--- config.mk ---
export PLATFORM = sky130hd
export DESIGN_NAME = draw_corner_ring
export DESIGN_NICKNAME = d
export VERILOG_FILES = /design/src/rtl/fast_overlay_pkg.sv /design/src/rtl/ring_point_gen.sv /design/src/rtl/draw_corner_ring.sv
export SDC_FILE = /design/constraint.sdc
export NUM_CORES = 1
export LEC_CHECK = 0
export BUFFER_PORTS_ARGS = -buffer_cell sky130_fd_sc_hd__buf_2
export CORE_MARGIN = 10
export CORE_UTILIZATION = 55
export DETAILED_ROUTE_END_ITERATION = 12
export GPL_TIMING_DRIVEN = 0
export PLACE_DENSITY_LB_ADDON = 0.2
export RECOVER_POWER = 25
export SLEW_MARGIN = 20
export SYNTH_ARGS = -nofsm -noshare
export SYNTH_HDL_FRONTEND = slang
export SYNTH_HIERARCHICAL = 1
export SYNTH_SLANG_ARGS = --single-unit
export TNS_END_PERCENT = 10
--- constraint.sdc ---
create_clock -name clk -period 9.5 [get_ports clk]
set_input_delay 1.425 -clock clk [delete_from_list [all_inputs] [get_ports clk]]
set_output_delay 1.425 -clock clk [all_outputs]
set_load 0.01 [all_outputs]
--- src/rtl/fast_overlay_pkg.sv ---
// Shared types and constants for the FAST corner overlay path.
// Holds the FSM state enum, ring offset tables and default colours.
// No logic; imported by draw_corner_ring and ring_point_gen.
package fast_overlay_pkg;

  typedef enum logic [1:0] {
    IDLE  = 2'd0,
    CHECK = 2'd1,
    DRAW  = 2'd2
  } state_e;

  // Point index: 0 is the centre, 1..16 the ring (needs 5 bits for 16).
  localparam int IDX_W = 5;

  localparam logic [23:0] DEF_CENTER_COLOR = 24'hFFFF00;
  localparam logic [23:0] DEF_RING_COLOR   = 24'hFF2090;

  // 12-point ring of radius 2, clockwise starting at the top.
  localparam logic signed [3:0] RING12_DX [0:11] = '{
    4'sd0,  4'sd1,  4'sd2,  4'sd2,  4'sd2,  4'sd1,
    4'sd0, -4'sd1, -4'sd2, -4'sd2, -4'sd2, -4'sd1};
  localparam logic signed [3:0] RING12_DY [0:11] = '{
    4'sd2,  4'sd2,  4'sd1,  4'sd0, -4'sd1, -4'sd2,
   -4'sd2, -4'sd2, -4'sd1,  4'sd0,  4'sd1,  4'sd2};

  // 16-point ring of radius 3, clockwise starting at the top.
  localparam logic signed [3:0] RING16_DX [0:15] = '{
    4'sd0,  4'sd1,  4'sd2,  4'sd3,  4'sd3,  4'sd3,  4'sd2,  4'sd1,
    4'sd0, -4'sd1, -4'sd2, -4'sd3, -4'sd3, -4'sd3, -4'sd2, -4'sd1};
  localparam logic signed [3:0] RING16_DY [0:15] = '{
    4'sd3,  4'sd3,  4'sd2,  4'sd1,  4'sd0, -4'sd1, -4'sd2, -4'sd3,
   -4'sd3, -4'sd3, -4'sd2, -4'sd1,  4'sd0,  4'sd1,  4'sd2,  4'sd3};

endpackage

--- src/rtl/ring_point_gen.sv ---
// Maps a point index to a frame address around (cx,cy) and flags whether it is on-frame.
// Latency: purely combinational, zero cycles.
// Backpressure: none; the caller holds idx/cx/cy stable while a write is stalled.
module ring_point_gen
  import fast_overlay_pkg::*;
#(
  parameter int X_MAX  = 10,
  parameter int Y_MAX  = 10,
  parameter int RADIUS = 2,
  parameter int AW     = 5
) (
  input  logic [IDX_W-1:0]     idx,
  input  logic signed [AW-1:0] cx,
  input  logic signed [AW-1:0] cy,
  output logic signed [AW-1:0] px,
  output logic signed [AW-1:0] py,
  output logic                 in_bounds,
  output logic                 is_center
);

  // One extra bit so an offset past either frame edge cannot wrap back on-frame.
  localparam int AW1 = AW + 1;

  if (RADIUS != 2 && RADIUS != 3) begin : g_bad_radius
    $error("ring_point_gen: RADIUS must be 2 or 3");
  end

  logic [IDX_W-1:0]     ring_i;
  logic signed [3:0]    dx;
  logic signed [3:0]    dy;
  logic signed [AW1-1:0] wx;
  logic signed [AW1-1:0] wy;

  // Offset lookup, widened add and clip test for the current point.
  always_comb begin
    ring_i    = idx - IDX_W'(1);
    dx        = '0;
    dy        = '0;
    is_center = (idx == '0);
    if (!is_center) begin
      if (RADIUS == 3) begin
        dx = RING16_DX[ring_i[3:0]];
        dy = RING16_DY[ring_i[3:0]];
      end else begin
        dx = RING12_DX[ring_i[3:0]];
        dy = RING12_DY[ring_i[3:0]];
      end
    end
    wx        = AW1'(cx) + AW1'(dx);
    wy        = AW1'(cy) + AW1'(dy);
    in_bounds = (wx >= 0) && (wx < AW1'(X_MAX)) && (wy >= 0) && (wy < AW1'(Y_MAX));
    px        = wx[AW-1:0];
    py        = wy[AW-1:0];
  end

endmodule

--- src/rtl/draw_corner_ring.sv ---
// Reads the FAST corner flag for a position and, for corners, writes a centre dot plus ring.
// Latency: start->done 1 cycle for a non-corner, N+2 cycles for a corner with no stalls.
// Backpressure: on-frame points hold addr/data/wr_en until wr_ready; clipped points take one cycle.
module draw_corner_ring
  import fast_overlay_pkg::*;
#(
  parameter int          X_MAX        = 10,
  parameter int          Y_MAX        = 10,
  parameter int          RADIUS       = 2,
  parameter logic [23:0] CENTER_COLOR = DEF_CENTER_COLOR,
  parameter logic [23:0] RING_COLOR   = DEF_RING_COLOR,
  localparam int         AW           = $clog2((X_MAX > Y_MAX) ? X_MAX : Y_MAX) + 1
) (
  input  logic                 clk,
  input  logic                 rst,
  input  logic                 start,
  input  logic signed [AW-1:0] curr_x,
  input  logic signed [AW-1:0] curr_y,
  output logic                 rd_fast,
  output logic signed [AW-1:0] x_addr_fast,
  output logic signed [AW-1:0] y_addr_fast,
  input  logic                 fast_flag,
  output logic                 wr_en,
  output logic signed [AW-1:0] x_addr_out,
  output logic signed [AW-1:0] y_addr_out,
  output logic [23:0]          wr_data,
  input  logic                 wr_ready,
  output logic                 busy,
  output logic                 done
);

  // Index of the final ring point.
  localparam int NPTS = (RADIUS == 3) ? 16 : 12;

  state_e               state_q, state_d;
  logic [IDX_W-1:0]     idx_q, idx_d;
  logic signed [AW-1:0] cx_q, cx_d;
  logic signed [AW-1:0] cy_q, cy_d;

  logic signed [AW-1:0] px;
  logic signed [AW-1:0] py;
  logic                 in_bounds;
  logic                 is_center;
  logic                 advance;

  ring_point_gen #(
    .X_MAX  (X_MAX),
    .Y_MAX  (Y_MAX),
    .RADIUS (RADIUS),
    .AW     (AW)
  ) u_point_gen (
    .idx       (idx_q),
    .cx        (cx_q),
    .cy        (cy_q),
    .px        (px),
    .py        (py),
    .in_bounds (in_bounds),
    .is_center (is_center)
  );

  // State, point index and latched centre registers.
  always_ff @(posedge clk) begin
    if (rst) begin
      state_q <= IDLE;
      idx_q   <= '0;
      cx_q    <= '0;
      cy_q    <= '0;
    end else begin
      state_q <= state_d;
      idx_q   <= idx_d;
      cx_q    <= cx_d;
      cy_q    <= cy_d;
    end
  end

  // Next-state and output decode; all outputs idle at zero unless a state drives them.
  always_comb begin
    state_d     = state_q;
    idx_d       = idx_q;
    cx_d        = cx_q;
    cy_d        = cy_q;
    rd_fast     = 1'b0;
    x_addr_fast = '0;
    y_addr_fast = '0;
    wr_en       = 1'b0;
    x_addr_out  = '0;
    y_addr_out  = '0;
    wr_data     = '0;
    done        = 1'b0;
    advance     = 1'b0;
    busy        = (state_q != IDLE);
    case (state_q)
      IDLE: begin
        if (start) begin
          rd_fast     = 1'b1;
          x_addr_fast = curr_x;
          y_addr_fast = curr_y;
          cx_d        = curr_x;
          cy_d        = curr_y;
          state_d     = CHECK;
        end
      end
      CHECK: begin
        if (fast_flag) begin
          idx_d   = '0;
          state_d = DRAW;
        end else begin
          done    = 1'b1;
          state_d = IDLE;
        end
      end
      DRAW: begin
        if (in_bounds) begin
          wr_en      = 1'b1;
          x_addr_out = px;
          y_addr_out = py;
          wr_data    = is_center ? CENTER_COLOR : RING_COLOR;
          advance    = wr_ready;
        end else begin
          advance    = 1'b1;
        end
        if (advance) begin
          if (idx_q == IDX_W'(NPTS)) begin
            done    = 1'b1;
            idx_d   = '0;
            state_d = IDLE;
          end else begin
            idx_d   = idx_q + IDX_W'(1);
          end
        end
      end
      default: state_d = IDLE;
    endcase
  end

endmodule

==> results_dict.tcl, run 1 <==
set metrics [dict create \
    status "completed" \
    crit_type "reg2out" \
    syn_avg_cell_area_um2 7.917 \
    dpl.hpwl_um 3808 \
    yosys.area.top_type "dfxtp_1" \
    cts.htree.levels 1 \
    cts_made_buffers 3 \
    finalCritPeriodShare_pct 68.80 \
    path_clk_slew_ps 100 \
    pin_count 63 \
    final_util_pct 67.54 \
    drc_errors 0 \
    post_cts_resized 0 \
    place_congestion 0.8069 \
    rsz0062_at_grt "false" \
    wl_per_cell_um 13.49 \
    finalCriticalPeriod_ps 6536 \
    grt_max_degree 13 \
    synth_edf_count 0 \
    clock_skew_ps 8.536 \
    grt_pass1_wl_um 7693 \
    post_cts_buffers 0 \
    die-area_um2 6109 \
    seq_area_um2 340.3 \
    num-nets-final 336 \
    multi_input_area_um2 1270 \
    clk_latency_ps 290 \
    hold_path_class "reg2reg" \
    worstPathRequired_ps 8080 \
    syn_inst 235 \
    clock-sinks 17 \
    startpoint_type "register" \
    met1_usage_pct 17.60 \
    routed_wl_um 4668 \
    synth-async-reset-ratio_pct 0 \
    peakVddDrop_mv 0.08524 \
    grt_overflow_total 0 \
    die_h_um 78.16 \
    ant_nets 0 \
    grt_pass1_vias 1777 \
    setup_tns_ps 0 \
    die_w_um 78.16 \
    synth_cell_types 56 \
    synth_common_cells "buf_4, and3_1, ha_1, dfxtp_1, nor2_1" \
    path_max_fanout 12 \
    finalHoldViolCount 0 \
    antenna_found_initial 0 \
    grt_usage_pct 14.32 \
    reg2reg_slack_ps 4870 \
    fp.coreArea_um2 3311 \
    power_uw 247.0 \
    busiest_layer "met2" \
    synth_top_area_share_pct 18.29 \
    slew_viol_final 0 \
    first_pass_iters 4 \
    power_density_nw_per_um2 110.5 \
    grtUsageMet2_pct 23.85 \
    drv_cap 0 \
    synth_area_um2 1861 \
    setup_viol 0 \
    cts_root_buf "clkbuf_4" \
    cts_tree "yes" \
    arrival_ps 5110 \
    yosys_warnings 6 \
    layout-drive-gt1-share_pct 30.33 \
    hold_buffers 0 \
    slew_headroom_pct 44.98 \
    vias_per_cell 5.208 \
    drt-initial-drc-count 123 \
    fmax_mhz 153.0 \
    crit_path_end_kind "output pin" \
    fill_cells 300 \
    leakagePower_nw 1.211 \
    start_util_pct 56.20 \
    synth_most_common_cell "buf_4" \
    yosysSeqAreaShare_pct 18.29 \
    netlist_top_cells_area "dfxtp_1, ha_1, buf_4" \
    clockBufferDepth 2 \
    num_vias 1802 \
    rows 21 \
    synth-seq-cells 17 \
    grtUsageMet3_pct 4.328 \
    syn_to_final_growth_pct 20.17 \
    diodes 0 \
    ys.flop_type "dfxtp_1" \
    tightest_slew_ps 819.0 \
    io_buffers 56 \
]
## power by group
part	leakage [nW]	total [mW]	internal (mW)	switching, mW
sequential	0.139	0.0862	0.0784	0.00786
combinational	1.06	0.122	0.0522	0.0702
clock	0.0150	0.0384	0.0163	0.0221
## flip-flops by register name, indices dropped and copies added (netlist names)
| register | cells |
|---|---|
| state_q | 2 |
| cx_q | 5 |
| idx_q | 5 |
| cy_q | 5 |
## routing by layer
layer / share of wire (%) / wire [µm]
met3: 6.7 / 311
met5: 0 / 0
met2: 46 / 2127
met4: 0.81 / 38
met1: 47 / 2190
## area by class of cell
cell class | count | share of cell area [%]
multi-input cells | 176 | 56.80
plain buffers | 31 | 9.289
clock buffers | 4 | 1.175
repair buffers | 56 | 12.26
inverters | 16 | 2.686
well taps | 46 | 2.574
flip-flops and latches | 17 | 15.22
## critical path: stages, from the launching register on
cell	delay, ps
dfxtp_1	470
inv_1	170
ha_1	330
nand2b_1	130
nor3_1	640
nor2_1	140
ha_1	260
fa_1	450
xnor2_1	180
o31a_1	120
or3_1	380
a2111oi_2	600
clkbuf_1	360
and3_1	330
buf_4	140
buf_2	120
## metrics by stage
| step | setup slack (ps) | cells | hold WS, ps | instance area (µm²) |
|---|---|---|---|---|
| final | 2964 | 346 | 500.5 | 2236 |
| after global routing | 2540 | 346 | 534.8 | 2236 |
| after CTS | 3006 | 346 | 504.2 | 2243 |
| after detailed placement | 3348 | 342 | 488.8 | 2217 |
| after global placement | 3386 | 342 | 477.1 | 2217 |
| after floorplan | 3988 | 240 | 463.1 | 1879 |
## cells by family after synthesis
family,Yosys count,share of synthesized area [%]
simple gates,88,28.58
compound gates,54,20.17
buf+inv,47,14.46
fa+ha+maj,20,14.26
flops,17,18.29
xor+xnor,4,1.883
mux,4,2.152
other cells,1,0.2016
## final timing paths
kind | end | start | cells after the start
setup reg to reg | idx_q[2] | idx_q[0] | 14
hold / removal | state_q[1] | state_q[1] | 2
hold reg to reg | state_q[1] | state_q[1] | 2
setup / recovery | wr_data[15] | idx_q[0] | 15
## layout by cell type (no fill, tap or decap), types with 7 or more instances in the layout
master    count
clkbuf_1     13
nor2_1       17
buf_4        22
buf_2        52
inv_1        14
dfxtp_1      17
a21oi_1      15
ha_1         18
o21ai_0       7
and3_1       21
No activity file was read; power rests on OpenSTA's default activity.
==> inputs of run 2 (changes only) <==
--- a/config.mk
+++ b/config.mk
@@ -7,7 +7,7 @@
 export LEC_CHECK = 0
 export BUFFER_PORTS_ARGS = -buffer_cell sky130_fd_sc_hd__buf_2
 export CORE_MARGIN = 10
-export CORE_UTILIZATION = 55
+export CORE_UTILIZATION = 46
 export DETAILED_ROUTE_END_ITERATION = 12
 export GPL_TIMING_DRIVEN = 0
 export PLACE_DENSITY_LB_ADDON = 0.2
==> constraint.sdc (replaced) <==
create_clock -name clk -period 5.9 [get_ports clk]
set_input_delay 0.885 -clock clk [delete_from_list [all_inputs] [get_ports clk]]
set_output_delay 0.885 -clock clk [all_outputs]
set_load 0.01 [all_outputs]
==> results_dict.tcl, run 2 (synthesis results as in run 1) <==
set metrics [dict create \
    reg_top3 "cx_q: 5 flops, cy_q: 5 flops, idx_q: 5 flops" \
    p_int_uw 261.4 \
    slew_viol_final 0 \
    clockBufferDepth 2 \
    p_clk_share_pct 20.4 \
    path_max_fanout 10 \
    io_buffers 56 \
    critical_path.top_delay_family "adder cells" \
    p_comb_share_pct 47.2 \
    slowest_stage "dfxtp_1" \
    multi_input_area_um2 1287 \
    cts_tree "yes" \
    placed_area_um2 2222 \
    clk_latency_ps 260 \
    status "completed" \
    setup_tns_ps 0 \
    preCtsSetupSlack_ps 218.9 \
    final_cell_mix "buf_2, buf_4, and3_1" \
    start_util_pct 47.19 \
    swShare_pct 38.91 \
    finalCriticalPeriod_ps 5490 \
    power_uw 427.8 \
    finalHoldViolCount 0 \
    max_stage_delay_ps 590 \
    power.switching_uw 166.5 \
    grt_overflow_total 0 \
    ant_nets 0 \
    dp.cells 346 \
    rsz0062_at_grt "false" \
    leakagePower_nw 1.225 \
    cts.htree.levels 1 \
    cts_root_buf "clkbuf_8" \
    vias_per_cell 5.140 \
    rows 23 \
    grt_usage_pct 13.21 \
    grt_max_degree 13 \
    drc_errors 0 \
    pin_count 63 \
    routed_wl_um 4706 \
    startpoint_type "register" \
    worstPathCellList "inv_1 -> ha_1 -> xor2_1 -> inv_1 -> nand2_1 -> a22oi_1 -> nor2_1 -> ha_1 -> fa_1 -> xnor2_1 -> o31a_1 -> or3_1 -> a2111oi_4 -> clkbuf_2 -> and3_1 -> buf_4 -> buf_2" \
    crit_path_end_kind "output pin" \
    wl_per_cell_um 13.45 \
    path_clk_slew_ps 70 \
    grt_pass1_vias 1845 \
    fill_cells 395 \
    die_h_um 83.60 \
    worstPathRequired_ps 5020 \
    die-area_um2 6988 \
    syn_to_final_growth_pct 22.53 \
    clock_skew_ps 6.560 \
    power_density_nw_per_um2 187.7 \
    drt-initial-drc-count 84 \
    grt_pass1_wl_um 8217 \
    seq_power_share_pct 32.5 \
    final_area_um2 2280 \
    layout-drive-gt1-share_pct 31.33 \
    seq_area_um2 341.6 \
    final_cell_count_no_fill 350 \
    fmax_mhz 182.2 \
    arrival_ps 4600 \
    peakVddDrop_mv 0.1383 \
    hold_path_class "reg2reg" \
    drv_cap 0 \
    post_cts_buffers 0 \
    place_congestion 0.7904 \
    num-nets-final 336 \
    clock-sinks 17 \
    num_vias 1799 \
    setup_ws_ps 410.1 \
    finalCritPeriodShare_pct 93.05 \
    final_util_pct 57.82 \
    dpl.hpwl_um 3825 \
    setup_viol 0 \
    die_w_um 83.60 \
    fp.coreArea_um2 3943 \
    antenna_found_initial 0 \
    final_common_cell "buf_2" \
    crit_type "reg2out" \
    first_pass_iters 4 \
    holdWs_ps 496.9 \
    cts_made_buffers 3 \
    diodes 0 \
    crit_buf_inv 5 \
]
[run 2: changes by cell type in the layout (fill, tap and decap cells not counted)]
cell / before / now
a2111oi_2: 1 / 0
a2111oi_4: 0 / 1
clkbuf_1: 13 / 12
clkbuf_2: 0 / 1
clkbuf_4: 3 / 0
clkbuf_8: 0 / 3
dfxtp_1: 17 / 16
dfxtp_2: 0 / 1
nor3_1: 3 / 2
nor3_2: 0 / 1
[run 2: final timing paths]
check / end / startpoint / slack, ps / cells after the start
setup / recovery: wr_data[9] / idx_q[1] / 410 / 17
hold / removal: state_q[1] / state_q[1] / 500 / 2
setup reg to reg: idx_q[2] / idx_q[1] / 1650 / 16
hold reg to reg: state_q[1] / state_q[1] / 500 / 2
[run 2: layout make-up]
| type | count | area share [%] |
|---|---|---|
| Buffer | 31 | 9.166 |
| Inverter | 16 | 2.634 |
| Sequential cell | 17 | 14.98 |
| Clock buffer | 4 | 1.976 |
| Tap cell | 50 | 2.744 |
| Timing Repair Buffer | 56 | 12.02 |
| Multi-Input combinational cell | 176 | 56.48 |
[run 2: layer usage]
metal,global-route usage [%],part of all wire (%),up-vias
met5,0,0,-
met4,4.566,1.6,0
met3,4.297,7.7,7
met2,21.53,45,59
met1,15.78,45,792
li1,-,-,941
[run 2: worst register-to-register path, cell delays in order, from the launching register on]
cell	delay, ps
dfxtp_1	590
inv_1	150
ha_1	280
xor2_1	200
inv_1	130
nand2_1	70
a22oi_1	160
nor2_1	70
ha_1	240
fa_1	440
xnor2_1	170
o31a_1	110
or3_1	410
a2111oi_4	480
and3b_1	350
a311oi_1	80
o32ai_1	230
[run 2: timing repair]
action	CTS	global route
cloned	0	0
hold buffers	0	0
resized for setup	1	4
pin swaps	0	0
endpoints found under the setup margin	6	27
[run 2: power by group through the flow]
stage | sequential [mW] | combinational, mW | clock (mW)
finish | 0.139 | 0.202 | 0.0871
global route | 0.141 | 0.229 | 0.0947
CTS | 0.139 | 0.200 | 0.0889
detailed placement | 0.141 | 0.198 | 0
global placement | 0.141 | 0.196 | 0
floorplan | 0.138 | 0.143 | 0
==> inputs of run 3 (changes only) <==
--- a/config.mk
+++ b/config.mk
@@ -7,7 +7,8 @@
 export LEC_CHECK = 0
 export BUFFER_PORTS_ARGS = -buffer_cell sky130_fd_sc_hd__buf_2
 export CORE_MARGIN = 10
-export CORE_UTILIZATION = 46
+export CORE_UTILIZATION = 45
+export CTS_CLUSTER_DIAMETER = 100
 export DETAILED_ROUTE_END_ITERATION = 12
 export GPL_TIMING_DRIVEN = 0
 export PLACE_DENSITY_LB_ADDON = 0.2
@@ -15,6 +16,5 @@
 export SLEW_MARGIN = 20
 export SYNTH_ARGS = -nofsm -noshare
 export SYNTH_HDL_FRONTEND = slang
-export SYNTH_HIERARCHICAL = 1
 export SYNTH_SLANG_ARGS = --single-unit
 export TNS_END_PERCENT = 10
==> results_dict.tcl, run 3 <==
set metrics [dict create \
    diodes 0 \
    rr_startpoint "idx_q[0]" \
    finalCritPeriodShare_pct 94.18 \
    synth-compound-area-share_pct 19.77 \
    die-area_um2 6810 \
    hold_path_class "reg2reg" \
    crit_path_end_kind "output pin" \
    leakagePower_nw 1.152 \
    dpl.hpwl_um 3489 \
    final_common_cell "buf_2" \
    grt_usage_pct 12.83 \
    synth_most_common_cell "buf_4" \
    hold_path_end "cy_q[3]" \
    synth_top_area_share_pct 19.35 \
    grt_pass1_wl_um 7182 \
    ant_nets 0 \
    worstPathRequired_ps 5020 \
    die_w_um 82.53 \
    vias_per_cell 4.905 \
    synth-simple-area-share_pct 25.18 \
    synth_edf_count 0 \
    final_area_um2 2190 \
    final_cell_mix "buf_2, buf_4, nor2_1" \
    synthXorXnorAreaFrac_pct 4.552 \
    antenna_found_initial 0 \
    drv_cap 0 \
    clockBufferDepth 2 \
    cts_made_buffers 3 \
    reg2reg_to "idx_q[3]" \
    first_pass_iters 4 \
    path_clk_slew_ps 70 \
    reg_top3 "cx_q: 5 flops, cy_q: 5 flops, idx_q: 5 flops" \
    die_h_um 82.53 \
    reg2reg_depth 18 \
    start_util_pct 47.34 \
    grt_pass1_vias 1556 \
    netlist_top_cells_area "dfxtp_1, ha_1, buf_4" \
    num_vias 1609 \
    reg2reg_slack_ps 1510 \
    setup_viol 0 \
    slew_headroom_pct 60.49 \
    startpoint_type "register" \
    peakVddDrop_mv 0.1170 \
    yosys.area.top_type "dfxtp_1" \
    rows 22 \
    cts.htree.levels 1 \
    holdWs_ps 498.3 \
    yosys_warnings 0 \
    synth_cell_types 50 \
    placed_area_um2 2116 \
    syn_inst 214 \
    tightest_slew_ps 592.7 \
    min_from "cy_q[3]" \
    clk_latency_ps 260 \
    synth-async-reset-ratio_pct 0 \
    path_max_fanout 19 \
    arrival_ps 4670 \
    grt_overflow_total 0 \
    preCtsSetupSlack_ps -105.4 \
    ys.flop_type "dfxtp_1" \
    fp.coreArea_um2 3716 \
    clock-sinks 17 \
    synth_common_cells "buf_4, nor2_1, dfxtp_1, a21oi_1, ha_1" \
    place_congestion 0.8626 \
    synthAdderAreaFrac_pct 13.66 \
    grt_max_degree 20 \
    status "completed" \
    holdPathStages 2 \
    clock_skew_ps 3.200 \
    finalHoldViolCount 0 \
    fmax_mhz 180.0 \
    routed_wl_um 4380 \
    slew_viol_final 0 \
    power_density_nw_per_um2 142.5 \
    synth_top_family_by_area "simple AND/OR/NAND/NOR gates" \
    synth_area_um2 1759 \
    setup_ws_ps 343.5 \
    pin_count 63 \
    power_uw 311.9 \
    drt-initial-drc-count 129 \
    layout-drive-gt1-share_pct 36.43 \
    drc_errors 0 \
    io_buffers 54 \
    yosysSeqAreaShare_pct 19.35 \
    wl_per_cell_um 13.35 \
    syn_to_final_growth_pct 24.47 \
    cts_tree "yes" \
    synth_mux_area_share_pct 1.991 \
    synth-seq-cells 17 \
    crit_type "reg2out" \
    syn_avg_cell_area_um2 8.221 \
    finalCriticalPeriod_ps 5557 \
    setup_tns_ps 0 \
    num-nets-final 314 \
    cts_root_buf "clkbuf_8" \
]
==> run 3: changes by cell type after synthesis, moves of 4 or more <==
cell,previous run,this run
inv_1,14,9
and2_1,3,8
o211ai_1,4,0
nand4_1,6,1
nand2_1,6,11
and3_1,21,11
==> run 3: power breakdown <==
part	switching, mW	total [mW]	internal (mW)
Sequential	0.00591	0.127	0.121
Combinational	0.0531	0.0956	0.0425
Clock	0.0427	0.0896	0.0469
==> run 3: layout make-up <==
class	instances	area [µm²]
plain buffers	34	242.7
clock inverters	1	5.005
inverters	9	33.78
well taps	48	60.06
fillers	363	1526
flip-flops and latches	17	340.3
multi-input cells	161	1195
clock buffers	3	41.29
repair buffers	55	271.5
==> run 3: worst max path at each step <==
stage | from | end | slack, ps | depth (start not counted)
final | idx_q[0] | wr_data[12] | 340 | 19
after CTS | idx_q[0] | wr_data[12] | 80 | 19
after detailed placement | idx_q[0] | wr_data[12] | -110 | 18
after global placement | idx_q[0] | wr_data[10] | -80 | 18
after floorplan | idx_q[0] | wr_data[10] | 570 | 18
after global routing | idx_q[0] | wr_data[12] | -20 | 19
==> run 3: cells by family after synthesis <==
group | count (synthesis)
flops | 17
compound gates | 45
buf+inv | 43
other cells | 1
mux | 3
fa+ha+maj | 18
simple gates | 80
xor+xnor | 7
==> run 3: critical path: stages (launching register included) <==
cell,delay (ps)
dfxtp_1,380
buf_2,210
inv_1,100
ha_1,270
xor2_2,190
mux2_2,350
a22oi_1,160
nor2_1,60
ha_1,230
fa_1,410
a21o_1,190
a2111oi_0,380
a21oi_1,80
o21ai_0,120
o2111ai_2,240
a211oi_2,350
buf_6,220
and2_2,220
buf_4,120
buf_2,120
==> run 3: metrics by stage <==
stage	utilization, %	cells
after floorplan	-	221
after global placement	56.94	323
after detailed placement	56.94	323
after CTS	58.62	327
after global routing	58.92	328
final	58.92	328
==> run 3: routing by layer <==
metal	vias up	routed length, µm	GRT usage [%]
li1	854	-	-
met1	683	1942	16.00
met2	64	1897	20.53
met3	8	434	3.240
met4	0	106	5.351
met5	-	0	0
==> run 3: timing repair <==
action | 4_1_cts | 5_1_grt
gates resized for setup | 4 | 4
pin swaps | 0 | 1
endpoints found under the setup margin | 25 | 24
cloned | 0 | 0
setup buffers | 0 | 1
hold buffers | 0 | 0
